**config.mk**
```make
export PLATFORM = sky130hd
export DESIGN_NAME = pop_sequence_monitor
export DESIGN_NICKNAME = d
export VERILOG_FILES = /design/src/rtl/pop_sequence_monitor.sv
export SDC_FILE = /design/constraint.sdc
export NUM_CORES = 1
export LEC_CHECK = 0
export CORE_MARGIN = 8
export CORE_UTILIZATION = 30
export DETAILED_ROUTE_END_ITERATION = 10
export SLEW_MARGIN = 20
export SYNTH_ARGS = -nofsm -noshare
export SYNTH_HDL_FRONTEND = slang
export SYNTH_SLANG_ARGS = --single-unit
```
**constraint.sdc**
```tcl
create_clock -name clk_2M5 -period 3.25 [get_ports clk_2M5]
set_clock_uncertainty 0.1 [all_clocks]
set_input_delay 0.325 -clock clk_2M5 [delete_from_list [all_inputs] [get_ports clk_2M5]]
set_output_delay 0.325 -clock clk_2M5 [all_outputs]
set_load 0.01 [all_outputs]
```
**src/rtl/pop_sequence_monitor.sv**
```systemverilog
// Receive-side checker for the POP pulse train: times the pump/MW/probe phases and flags order/timeout errors.
// Optional build macro POPMON_OVERLAP_CHECK_EN additionally flags overlapping pump/MW/probe pulses.
module pop_sequence_monitor #(
    parameter int unsigned CNT_W   = 16,
    parameter int unsigned TIMEOUT = 65000
) (
    input  logic             clk_2M5,
    input  logic             reset,
    input  logic             enable,
    input  logic             err_clear,
    input  logic             pump,
    input  logic             probe,
    input  logic             MW,
    input  logic             sample,
    output logic [CNT_W-1:0] pump_width,
    output logic [CNT_W-1:0] pio2_1_width,
    output logic [CNT_W-1:0] free_precess,
    output logic [CNT_W-1:0] pio2_2_width,
    output logic [CNT_W-1:0] probe_width,
    output logic             meas_valid,
    output logic             seq_error,
    output logic [15:0]      cycle_count
);
    localparam int unsigned      CC_W      = 16;
    localparam logic [CNT_W-1:0] CNT_ONE   = CNT_W'(1);
    localparam logic [CNT_W-1:0] CNT_MAX   = {CNT_W{1'b1}};
    localparam logic [CNT_W-1:0] TIMEOUT_V = CNT_W'(TIMEOUT);

    typedef enum logic [2:0] {
        ST_WAIT_PUMP  = 3'd0,
        ST_PUMP       = 3'd1,
        ST_DARK       = 3'd2,
        ST_MW1        = 3'd3,
        ST_FREE       = 3'd4,
        ST_MW2        = 3'd5,
        ST_WAIT_PROBE = 3'd6,
        ST_PROBE      = 3'd7
    } state_t;

    state_t           state, state_nxt;
    logic             s_pump, s_mw, s_probe;
    logic             d_pump, d_mw, d_probe;
    logic [CNT_W-1:0] cnt, cnt_nxt;
    logic [CNT_W-1:0] tmr, tmr_nxt;
    logic [CNT_W-1:0] stg_pump, stg_mw1, stg_free, stg_mw2, stg_probe;
    logic [CNT_W-1:0] stg_pump_nxt, stg_mw1_nxt, stg_free_nxt, stg_mw2_nxt, stg_probe_nxt;
    logic             commit_q, commit_nxt;
    logic             pump_rise_c, pump_fall_c, mw_rise_c, mw_fall_c, probe_rise_c, probe_fall_c;
    logic             order_err_c, timeout_c, overlap_c, err_new_c;
    logic             unused_sample;

    // sample is carried on the bus but deliberately not monitored
    assign unused_sample = sample;

    function automatic logic [CNT_W-1:0] sat_inc(input logic [CNT_W-1:0] v);
        return (v == CNT_MAX) ? v : v + CNT_ONE;
    endfunction

    // Two-stage input registers: s_* is the measurement domain, d_* gives edges
    always_ff @(posedge clk_2M5) begin
        if (reset) begin
            s_pump  <= 1'b0;
            s_mw    <= 1'b0;
            s_probe <= 1'b0;
            d_pump  <= 1'b0;
            d_mw    <= 1'b0;
            d_probe <= 1'b0;
        end else begin
            s_pump  <= pump;
            s_mw    <= MW;
            s_probe <= probe;
            d_pump  <= s_pump;
            d_mw    <= s_mw;
            d_probe <= s_probe;
        end
    end

    assign pump_rise_c  = s_pump & ~d_pump;
    assign pump_fall_c  = ~s_pump & d_pump;
    assign mw_rise_c    = s_mw & ~d_mw;
    assign mw_fall_c    = ~s_mw & d_mw;
    assign probe_rise_c = s_probe & ~d_probe;
    assign probe_fall_c = ~s_probe & d_probe;

`ifdef POPMON_OVERLAP_CHECK_EN
    assign overlap_c = (s_pump & s_mw) | (s_pump & s_probe) | (s_mw & s_probe);
`else
    assign overlap_c = 1'b0;
`endif

    // Phase sequencing, error detection and staging of widths
    always_comb begin
        state_nxt     = state;
        cnt_nxt       = cnt;
        tmr_nxt       = tmr;
        stg_pump_nxt  = stg_pump;
        stg_mw1_nxt   = stg_mw1;
        stg_free_nxt  = stg_free;
        stg_mw2_nxt   = stg_mw2;
        stg_probe_nxt = stg_probe;
        commit_nxt    = 1'b0;
        order_err_c   = 1'b0;
        timeout_c     = 1'b0;
        err_new_c     = 1'b0;

        case (state)
            ST_WAIT_PUMP: begin
                order_err_c = probe_rise_c;
                if (pump_rise_c) begin
                    state_nxt = ST_PUMP;
                    cnt_nxt   = CNT_ONE;
                end
            end
            ST_PUMP: begin
                order_err_c = mw_rise_c | probe_rise_c;
                if (pump_fall_c) begin
                    stg_pump_nxt = cnt;
                    state_nxt    = ST_DARK;
                end else if (s_pump) begin
                    cnt_nxt = sat_inc(cnt);
                end
            end
            ST_DARK: begin
                order_err_c = pump_rise_c | probe_rise_c;
                if (mw_rise_c) begin
                    state_nxt = ST_MW1;
                    cnt_nxt   = CNT_ONE;
                end
            end
            ST_MW1: begin
                order_err_c = pump_rise_c | probe_rise_c;
                if (mw_fall_c) begin
                    stg_mw1_nxt = cnt;
                    state_nxt   = ST_FREE;
                    cnt_nxt     = CNT_ONE;
                end else if (s_mw) begin
                    cnt_nxt = sat_inc(cnt);
                end
            end
            ST_FREE: begin
                order_err_c = pump_rise_c | probe_rise_c;
                if (mw_rise_c) begin
                    stg_free_nxt = cnt;
                    state_nxt    = ST_MW2;
                    cnt_nxt      = CNT_ONE;
                end else begin
                    cnt_nxt = sat_inc(cnt);
                end
            end
            ST_MW2: begin
                order_err_c = pump_rise_c | probe_rise_c;
                if (mw_fall_c) begin
                    stg_mw2_nxt = cnt;
                    state_nxt   = ST_WAIT_PROBE;
                end else if (s_mw) begin
                    cnt_nxt = sat_inc(cnt);
                end
            end
            ST_WAIT_PROBE: begin
                order_err_c = pump_rise_c | mw_rise_c;
                if (probe_rise_c) begin
                    state_nxt = ST_PROBE;
                    cnt_nxt   = CNT_ONE;
                end
            end
            ST_PROBE: begin
                order_err_c = mw_rise_c;
                if (probe_fall_c) begin
                    stg_probe_nxt = cnt;
                    commit_nxt    = 1'b1;
                    if (pump_rise_c) begin
                        state_nxt = ST_PUMP;
                        cnt_nxt   = CNT_ONE;
                    end else begin
                        state_nxt = ST_WAIT_PUMP;
                    end
                end else if (s_probe) begin
                    cnt_nxt = sat_inc(cnt);
                end
            end
            default: state_nxt = ST_WAIT_PUMP;
        endcase

        // tmr counts cycles spent in the current state; a stay beyond TIMEOUT is a stall
        timeout_c = (state != ST_WAIT_PUMP) && (state_nxt == state) && (tmr >= TIMEOUT_V);
        if (state_nxt != state) begin
            tmr_nxt = (state_nxt == ST_WAIT_PUMP) ? '0 : CNT_ONE;
        end else begin
            tmr_nxt = (state == ST_WAIT_PUMP) ? '0 : sat_inc(tmr);
        end

        err_new_c = enable & (order_err_c | timeout_c | overlap_c);
        if (!enable || err_new_c) begin
            state_nxt  = ST_WAIT_PUMP;
            cnt_nxt    = '0;
            tmr_nxt    = '0;
            commit_nxt = 1'b0;
        end
    end

    // State, staging and published measurement registers
    always_ff @(posedge clk_2M5) begin
        if (reset) begin
            state        <= ST_WAIT_PUMP;
            cnt          <= '0;
            tmr          <= '0;
            stg_pump     <= '0;
            stg_mw1      <= '0;
            stg_free     <= '0;
            stg_mw2      <= '0;
            stg_probe    <= '0;
            commit_q     <= 1'b0;
            pump_width   <= '0;
            pio2_1_width <= '0;
            free_precess <= '0;
            pio2_2_width <= '0;
            probe_width  <= '0;
            meas_valid   <= 1'b0;
            seq_error    <= 1'b0;
            cycle_count  <= '0;
        end else begin
            state      <= state_nxt;
            cnt        <= cnt_nxt;
            tmr        <= tmr_nxt;
            stg_pump   <= stg_pump_nxt;
            stg_mw1    <= stg_mw1_nxt;
            stg_free   <= stg_free_nxt;
            stg_mw2    <= stg_mw2_nxt;
            stg_probe  <= stg_probe_nxt;
            commit_q   <= commit_nxt;
            meas_valid <= commit_q;
            if (commit_q) begin
                pump_width   <= stg_pump;
                pio2_1_width <= stg_mw1;
                free_precess <= stg_free;
                pio2_2_width <= stg_mw2;
                probe_width  <= stg_probe;
                cycle_count  <= cycle_count + CC_W'(1);
            end
            seq_error <= err_new_c | (seq_error & ~err_clear);
        end
    end

endmodule

```
# Word level (Yosys, flattened, before mapping)
# Index checks and enable logic that the tools add are counted.
word_totals:
  elab_cells: 111
  out_inout_bits: 98
  reg_bits: 220
  in_bits: 8
op_classes:
  muxes: 29
  n_bitwise: 21
  order_cmp: 1
  n_eq_ne: 18
  reduce_logical: 16
  n_addsub: 3
op_table:
  columns: ["op", "count"]
  rows:
  - ["$mux 16", 15]
  - ["$pmux 16 s8", 1]
  - ["$add 16x1->16 const B", 3]
  - ["$eq 16x16->1 const B", 2]
  - ["$mux 3", 8]
  - ["$pmux 3 s8", 1]
  - ["$ge 16x16->1 const B", 1]
  - ["$eq 3x3->1 const B", 4]
  - ["$ne 2x2->1 const B", 5]
  - ["$reduce_and 2->1", 5]
  - ["$and 1x1->1", 8]
  - ["$not 1->1", 8]
  - ["$eq 3x2->1 const B", 2]
  - ["$logic_not 3->1", 2]
  - ["$ne 3x3->1 const B", 2]
  - ["$reduce_and 6->1", 1]
  - ["$or 1x1->1", 5]
  - ["$pmux 1 s5", 1]
  - ["$reduce_or 4->1", 1]
  - ["$eq 3x1->1 const B", 1]
  - ["$eq 3x3->1", 1]
  - ["$mux 1", 3]
  - ["$ne 3x3->1", 1]
  - ["$reduce_bool 3->1", 1]
  - ["other kinds (5)", 6]

# Depth between registers and ports, before layout
# Gate-level depths: netlist of run 1.
logic_depth:
  word_depth: 12
  ltp_mapped: 9
  mapped_depth_nobuf: 7

# Worst setup path after synthesis of run 1
# No wires, ideal clock.
synth_path:
  kind: "register to register"
  from: "reg state[0]"
  to: "reg cnt[4]"
  period_less_slack_ps: 2074
  path_stages_with_launch: 10
  path_slack_ps: 1176
  t_required_ps: 3059
  n_path_buf: 3
  t_arrival_ps: 1883
  cell_sequence: "dfxtp_1 > buf_6 > and4bb_4 > a32o_1 > or3_1 > buf_6 > a211oi_4 > buf_6 > a21oi_2 > a311oi_1"
synth_between:
  elab_chain_len: 9
synth_rtl:
  columns: ["item", "line", "source"]
  rows:
  - ["start: declaration", "40", "state_t state, state_nxt;"]
  - ["start signal: assignment", "222", "state <= state_nxt;"]
  - ["$eq 3x3->1 (tied with other cells)", "106", "case (state)"]
  - ["$pmux 3 s8", "106", null]
  - ["$eq 3x3->1", "185", "timeout_c = (state != ST_WAIT_PUMP) && (state_nxt == state) && (tmr >= TIMEOUT_V);"]
  - ["$logic_and 1x1->1 (2 in series)", "185", null]
  - ["$or 1x1->1", "192", "err_new_c = enable & (order_err_c | timeout_c | overlap_c);"]
  - ["$and 1x1->1", "192", null]
  - ["$logic_or 1x1->1", "193", "if (!enable || err_new_c) begin"]
  - ["$reduce_or 2->1 (no line)", null, null]
  - ["end signal: assignment", "223", "cnt <= cnt_nxt;"]
  - ["end: declaration", "43", "logic [CNT_W-1:0] cnt, cnt_nxt;"]
# Several ways; a longest one is shown, not always the timed one.
# A chain may end at the register's enable or synchronous reset.

# Worst setup path after layout of run 1
layout_path:
  from: "reg state[0]"
  to: "reg cnt[5]"
# The elaborated chain is that of the path after synthesis.

==> results of run 1 <==
## cell usage in the layout, fill, tap and decap left out, types with 6 or more instances in the layout
cell type,instances
dfxtp_1,219
nor2_1,163
nand2_1,137
mux2i_1,114
clkdlybuf4s50_1,103
a21oi_1,78
o21ai_0,25
clkbuf_16,25
buf_4,25
nand4_1,19
nor2b_1,15
nor3_1,14
xor2_1,14
nand2b_1,12
nand3_1,12
and3_1,12
or3_1,10
a311oi_1,8
inv_1,7
xnor2_1,7
a211oi_1,7
o211ai_1,6
a31oi_1,6
## sequential cells by signal (all words and copies together) (netlist names), 3 cells and up
name and count:
cnt 16, cycle_count 16, free_precess 16, pio2_1_width 16, pio2_2_width 16, probe_width 16, pump_width 16, state 3
stg_free 16, stg_mw1 16, stg_mw2 16, stg_probe 16, stg_pump 16, tmr 16
## cell families (layout without fill, tap and decap cells)
| group | Yosys count | count (layout) |
|---|---|---|
| muxes | 114 | 114 |
| adders and majority gates | 5 | 5 |
| AOI/OAI and AO/OA | 160 | 160 |
| and+or+nand+nor | 414 | 414 |
| buffers and inverters | 80 | 178 |
| xor gates and xnor gates | 21 | 21 |
| DFF | 220 | 220 |
## per-layer routing
layer  track usage [%]  vias up  wire length [um]
li1                  -     3643                 -
met1              17.5     3396             11300
met2              19.9      201             10500
met3              2.52       43              1280
met4              4.66        0               620
met5                 0        -                 0
## through the flow
step / power [mW] / area, um2
2_1_floorplan: 2.85 / 8970
3_3_place_gp: 2.88 / 10400
3_5_place_dp: 2.88 / 10400
4_1_cts: 5.48 / 11200
5_1_grt: 5.60 / 11200
6_report: 5.39 / 11200
## worst register-to-register path, cell delays in order, from the launching register on
cell,delay [ns]
dfxtp_1,0.47
buf_4,0.27
and4bb_4,0.22
a32o_1,0.21
or3_1,0.46
a211oi_4,0.19
buf_4,0.25
a41oi_1,0.15
a311oi_1,0.25
## area by class of cell
cell class                 count  area [um2]  area share (%)
multi-input combinational    714        4240            38.0
sequential                   220        4410            39.4
timing repair buffer         131        1270            11.4
inverter                       8        30.0           0.269
clock buffer                  35         713            6.38
clock inverter                 4        27.5           0.246
tap                          390         488            4.36
## final timing paths
kind	startpoint	to	slack, ns	cells after the start
worst min register to register	stg_mw1[1]	stg_mw1[1]	0.35	2
worst max-delay path	state[0]	cnt[5]	0.60	8
worst min-delay path	reset	tmr[0]	0.16	4
worst max register to register	state[0]	cnt[5]	0.60	8
## power breakdown
part	internal (mW)	switching (mW)
logic	0.0335	0.0807
registers	2.70	0.00819
clock network	1.51	1.05
==> impl_metrics.toml, run 1 <==
[outcome]
status = "completed"

[synth]
synth_top_family_by_area = "simple AND/OR/NAND/NOR gates"
synth_area_per_cell_um2 = 8.84
syn_area_mm2 = 0.00897
synth_warnings = 0
synthArstFlopShare_pct = 0
synth_cells = 1014
synthMuxAreaShare_pct = 12.7
synth_common_cells = "dfxtp_1 (220), nor2_1 (163), nand2_1 (137)"
yosys.area_share.simple_pct = 20.5
yosysTopAreaCell = "dfxtp_1"
synth_xor_area_share_pct = 2.05
synth_ff_type = "dfxtp_1"
yosysMostFrequentCell = "dfxtp_1"
yosysTopAreaCellShare_pct = 49.1
netlist-cell-type-count = 55
ys_seq_area_share_pct = 49.1
synth.ff_latch_count = 220
syn-num-nets = 1026
synth_compound_area_share_pct = 11.2
synth_fa_ha_area_share_pct = 0.670
synth_edf_count = 0
synth_area_leaders = "dfxtp_1 (49%), mux2i_1 (13%), nor2_1 (6.8%), nand2_1 (5.7%), a21oi_1 (4.4%)"

[clocking]
path_clk_slew_ns = 0.06
numCtsBuffers = 25
clock_sinks = 220
cts_tree = "built"
clockBufferDepth = 3
insertion_delay_ns = 0.51
cts_hold_buf = 0
clockRootBuffer = "clkbuf_16"
h-tree-depth = 1
cts.repair.resized = 0
postCtsSetupBuffers = 0

[routing]
route.vias.total = 7283
routed_wl_um = 23700
dr.pass1.iters = 5
drt_iter0_markers = 396
vias_per_cell = 4.85
wire_per_inst_um = 15.8
drc = 0
ant_nets = 0

[worst_setup_path]
critPathTopFamily = "compound AO/OA/AOI/OAI gates"
crit_type = "reg2reg"
cp-start-kind = "register"
critPathArrivalTime_ns = 2.97
max_stage_delay_ns = 0.47
crit_top_cell = "buf_4"
crit_path_cell_trace = "buf_4 -> and4bb_4 -> a32o_1 -> or3_1 -> a211oi_4 -> buf_4 -> a41oi_1 -> a311oi_1"
cp_max_fo = 16
worst-path-buf-inv = 2
cp_slowest_cell = "dfxtp_1"
cp_data_required_time_ns = 3.57
end_kind = "register"

[finish]
layout.nets = 1112
nFillCells = 3020
insertedDiodeCount = 0
drive_above_1_share_pct = 6.83
final_util_pct = 37.8
final_cells = 1502
syn2layout_area_growth_pct = 24.7

[pwr]
ir_worst_vdd_uv = 269
p_leak_nw = 3.62
powerDensity_mw_per_mm2 = 482

[sta]
fin_ws_ns = 0.603
finalSetupViolations = 0
whs_ns = 0.159
timing.fmax_mhz = 378
final_max_slew_viol_count = 0
slew_headroom_pct = 36.2
hold_violations = 0
rsz0062_at_grt = "no"
fin_crit_ns = 2.65
worst_pin_slew_ns = 0.957
fin_crit_sh_pct = 81.4
fin_setup_tns_ns = 0

[die]
start_util_pct = 30.3
fp-row-count = 63
fp.coreArea_mm2 = 0.0296
die_y_um = 189
dieWidth_um = 189
boundaryPins = 106
die-area_mm2 = 0.0357

[grt]
grt_pass1_vias = 6906
grt_start_max_net_pins = 185
antenna_found_initial = 0
grt_first_pass_wirelength_um = 38000
grt_util_all_layers_pct = 12.9
grt_overflow = 0

[place]
dpl.cell_count = 1463
port_buffers = 104
hpwl_um = 15400
routabilityCongestion = 0.869
pre_cts_slack_ns = 0.629

[min_path]
min_path_type = "in2reg"

[flow_run]
drv_cap = 0
(Power assumes the default switching activity.)
==> run 2, diff against run 1 <==
==> constraint.sdc (replaced) <==
create_clock -name clk_2M5 -period 2.8 [get_ports clk_2M5]
set_clock_uncertainty 0.1 [all_clocks]
set_input_delay 0.28 -clock clk_2M5 [delete_from_list [all_inputs] [get_ports clk_2M5]]
set_output_delay 0.28 -clock clk_2M5 [all_outputs]
set_load 0.01 [all_outputs]
==> run 2 against run 1 <==
  * Combinational power grew 23%
  * Largest power group is now clock
  * Maximum frequency rose by 12%
  * Critical path type unchanged
  * Sequential power is 16% higher
  * Count of clock-buffer cells in the layout down 1
  * Worst hold slack worse by 0.064 ns
  * Final cell count increased by 1.5%
  * Critical path depth down 1
  * Sequential cell count unchanged
  * Sequential share of layout area shrank 0.57 points
==> impl_metrics.toml, run 2 (synthesized netlist as in run 1, its figures left out) <==
[outcome]
status = "completed"

[clocking]
h-tree-depth = 1
numCtsBuffers = 25
path_clk_slew_ns = 0.06
cts.repair.resized = 0
postCtsSetupBuffers = 0
cts_hold_buf = 0
cts_tree = "built"
clockBufferDepth = 3
clockRootBuffer = "clkbuf_16"
insertion_delay_ns = 0.52
clock_sinks = 220

[min_path]
min_path_type = "in2reg"
min_from = "reset"

[worst_setup_path]
cp_data_required_time_ns = 3.09
regToRegSetupSlack_ns = 0.43
reg2reg_from = "state[0]"
critPathLaunch = "state[0]"
reg2reg_depth = 7
worst-path-buf-inv = 1
critical_path_depth = 7
critPathTopFamily = "compound AO/OA/AOI/OAI gates"
crit_top_cell = "o21ai_0"
max_stage_delay_ns = 0.58
critPathArrivalTime_ns = 2.66
cp-start-kind = "register"
reg2reg_to = "cnt[11]"
crit_path_cell_trace = "buf_4 -> or3_1 -> o21ai_0 -> a2111o_1 -> nand2b_1 -> o21ai_0 -> a21oi_1"
crit_type = "reg2reg"
cp_slowest_cell = "a2111o_1"
endpoint = "cnt[11]"
cp_max_fo = 12
end_kind = "register"

[routing]
routed_wl_um = 24400
dr.pass1.iters = 5
vias_per_cell = 4.83
ant_nets = 0
route.vias.total = 7366
drc = 0
wire_per_inst_um = 16.0
drt_iter0_markers = 425

[finish]
layout.nets = 1128
insertedDiodeCount = 0
final_cell_mix = "dfxtp_1 (219), nor2_1 (163), nand2_1 (137)"
fin_area_mm2 = 0.0113
final_common_cell = "dfxtp_1"
drive_above_1_share_pct = 8.73
syn2layout_area_growth_pct = 26.5

[sta]
fin_crit_sh_pct = 84.8
worst_pin_slew_ns = 0.776
rsz0062_at_grt = "no"
timing.fmax_mhz = 421
fin_ws_ns = 0.427
slew_headroom_pct = 48.3
hold_violations = 0
finalSetupViolations = 0
fin_crit_ns = 2.37
final_max_slew_viol_count = 0
fin_setup_tns_ns = 0

[die]
boundaryPins = 106
die-area_mm2 = 0.0357
fp.coreArea_mm2 = 0.0296
start_util_pct = 30.3
fp-row-count = 63
die_y_um = 189
dieWidth_um = 189

[grt]
antenna_found_initial = 0
grt_first_pass_wirelength_um = 39100
grt_util_all_layers_pct = 13.2
grt_start_max_net_pins = 85
grt_overflow = 0
grt_pass1_vias = 7050

[pwr]
sw_frac_of_total_pct = 21.6
combPwrFrac_pct = 2.2
p_switching_mw = 1.39
p_clk_share_pct = 49.0
p_leak_nw = 3.73
powerDensity_mw_per_mm2 = 567
p_int_mw = 5.04
ir_worst_vdd_uv = 294
power_frac_seq_pct = 48.9
totalPowerFinal_mw = 6.43

[place]
hpwl_um = 16100
placed_area_mm2 = 0.0105
routabilityCongestion = 0.833
port_buffers = 104
pre_cts_slack_ns = 0.453

[flow_run]
drv_cap = 0
run 2: cell count changes in the layout (fill, tap and decap cells not counted):
| cell | change |
|---|---|
| clkinv_4 | -1 |
| clkinv_2 | +6 |
| bufinv_16 | +1 |
| inv_6 | +1 |
| buf_4 | +17 |
| clkbuf_1 | -1 |
| buf_12 | -1 |
run 2: area by class of cell:
type                       count  area, um2
fill                        2969      18200
sequential                   220       4410
multi-input combinational    714       4240
timing repair buffer         147       1380
clock buffer                  34        709
tap                          390        488
clock inverter                11       87.6
inverter                       8       30.0
run 2: metal layers:
layer	track usage, %	part of all wire [%]	wire, um
met1	17.6	47	11400
met2	21.6	47	11400
met3	2.67	5.3	1290
met4	3.07	1.3	313
met5	0	0	0
run 2: worst min-delay path by stage:
| stage | slack (ns) | cells after the start | to |
|---|---|---|---|
| after detailed placement | 0.35 | 2 | stg_probe[14] |
| after CTS | 0.11 | 2 | d_pump |
| after global placement | 0.34 | 2 | stg_mw1[13] |
| after global routing | 0.13 | 2 | d_pump |
| after floorplan | 0.31 | 1 | s_mw |
| final | 0.09 | 2 | d_pump |
run 2: worst reg2reg max path, stage by stage (launching register included):
cell and delay (ns):
dfxtp_1 0.55, buf_4 0.23, or3_1 0.14, o21ai_0 0.13
a2111o_1 0.58, nand2b_1 0.24, o21ai_0 0.17, a21oi_1 0.11
run 2: power groups by stage:
stage                     Clock (mW)  Sequential, mW  Combinational [mW]
after detailed placement           0            3.21               0.139
after global placement             0            3.21               0.140
after floorplan                    0            3.21              0.0950
after global routing            3.39            3.14               0.153
final                           3.15            3.14               0.140
after CTS                       3.24            3.14               0.140
run 2: per-stage QoR:
stage,cells,hold WS (ns),utilization [%]
after floorplan,1014,0.308,-
after global placement,1479,0.343,35.7
after detailed placement,1479,0.349,35.7
after CTS,1524,0.113,38.4
after global routing,1524,0.133,38.4
final,1524,0.0948,38.4
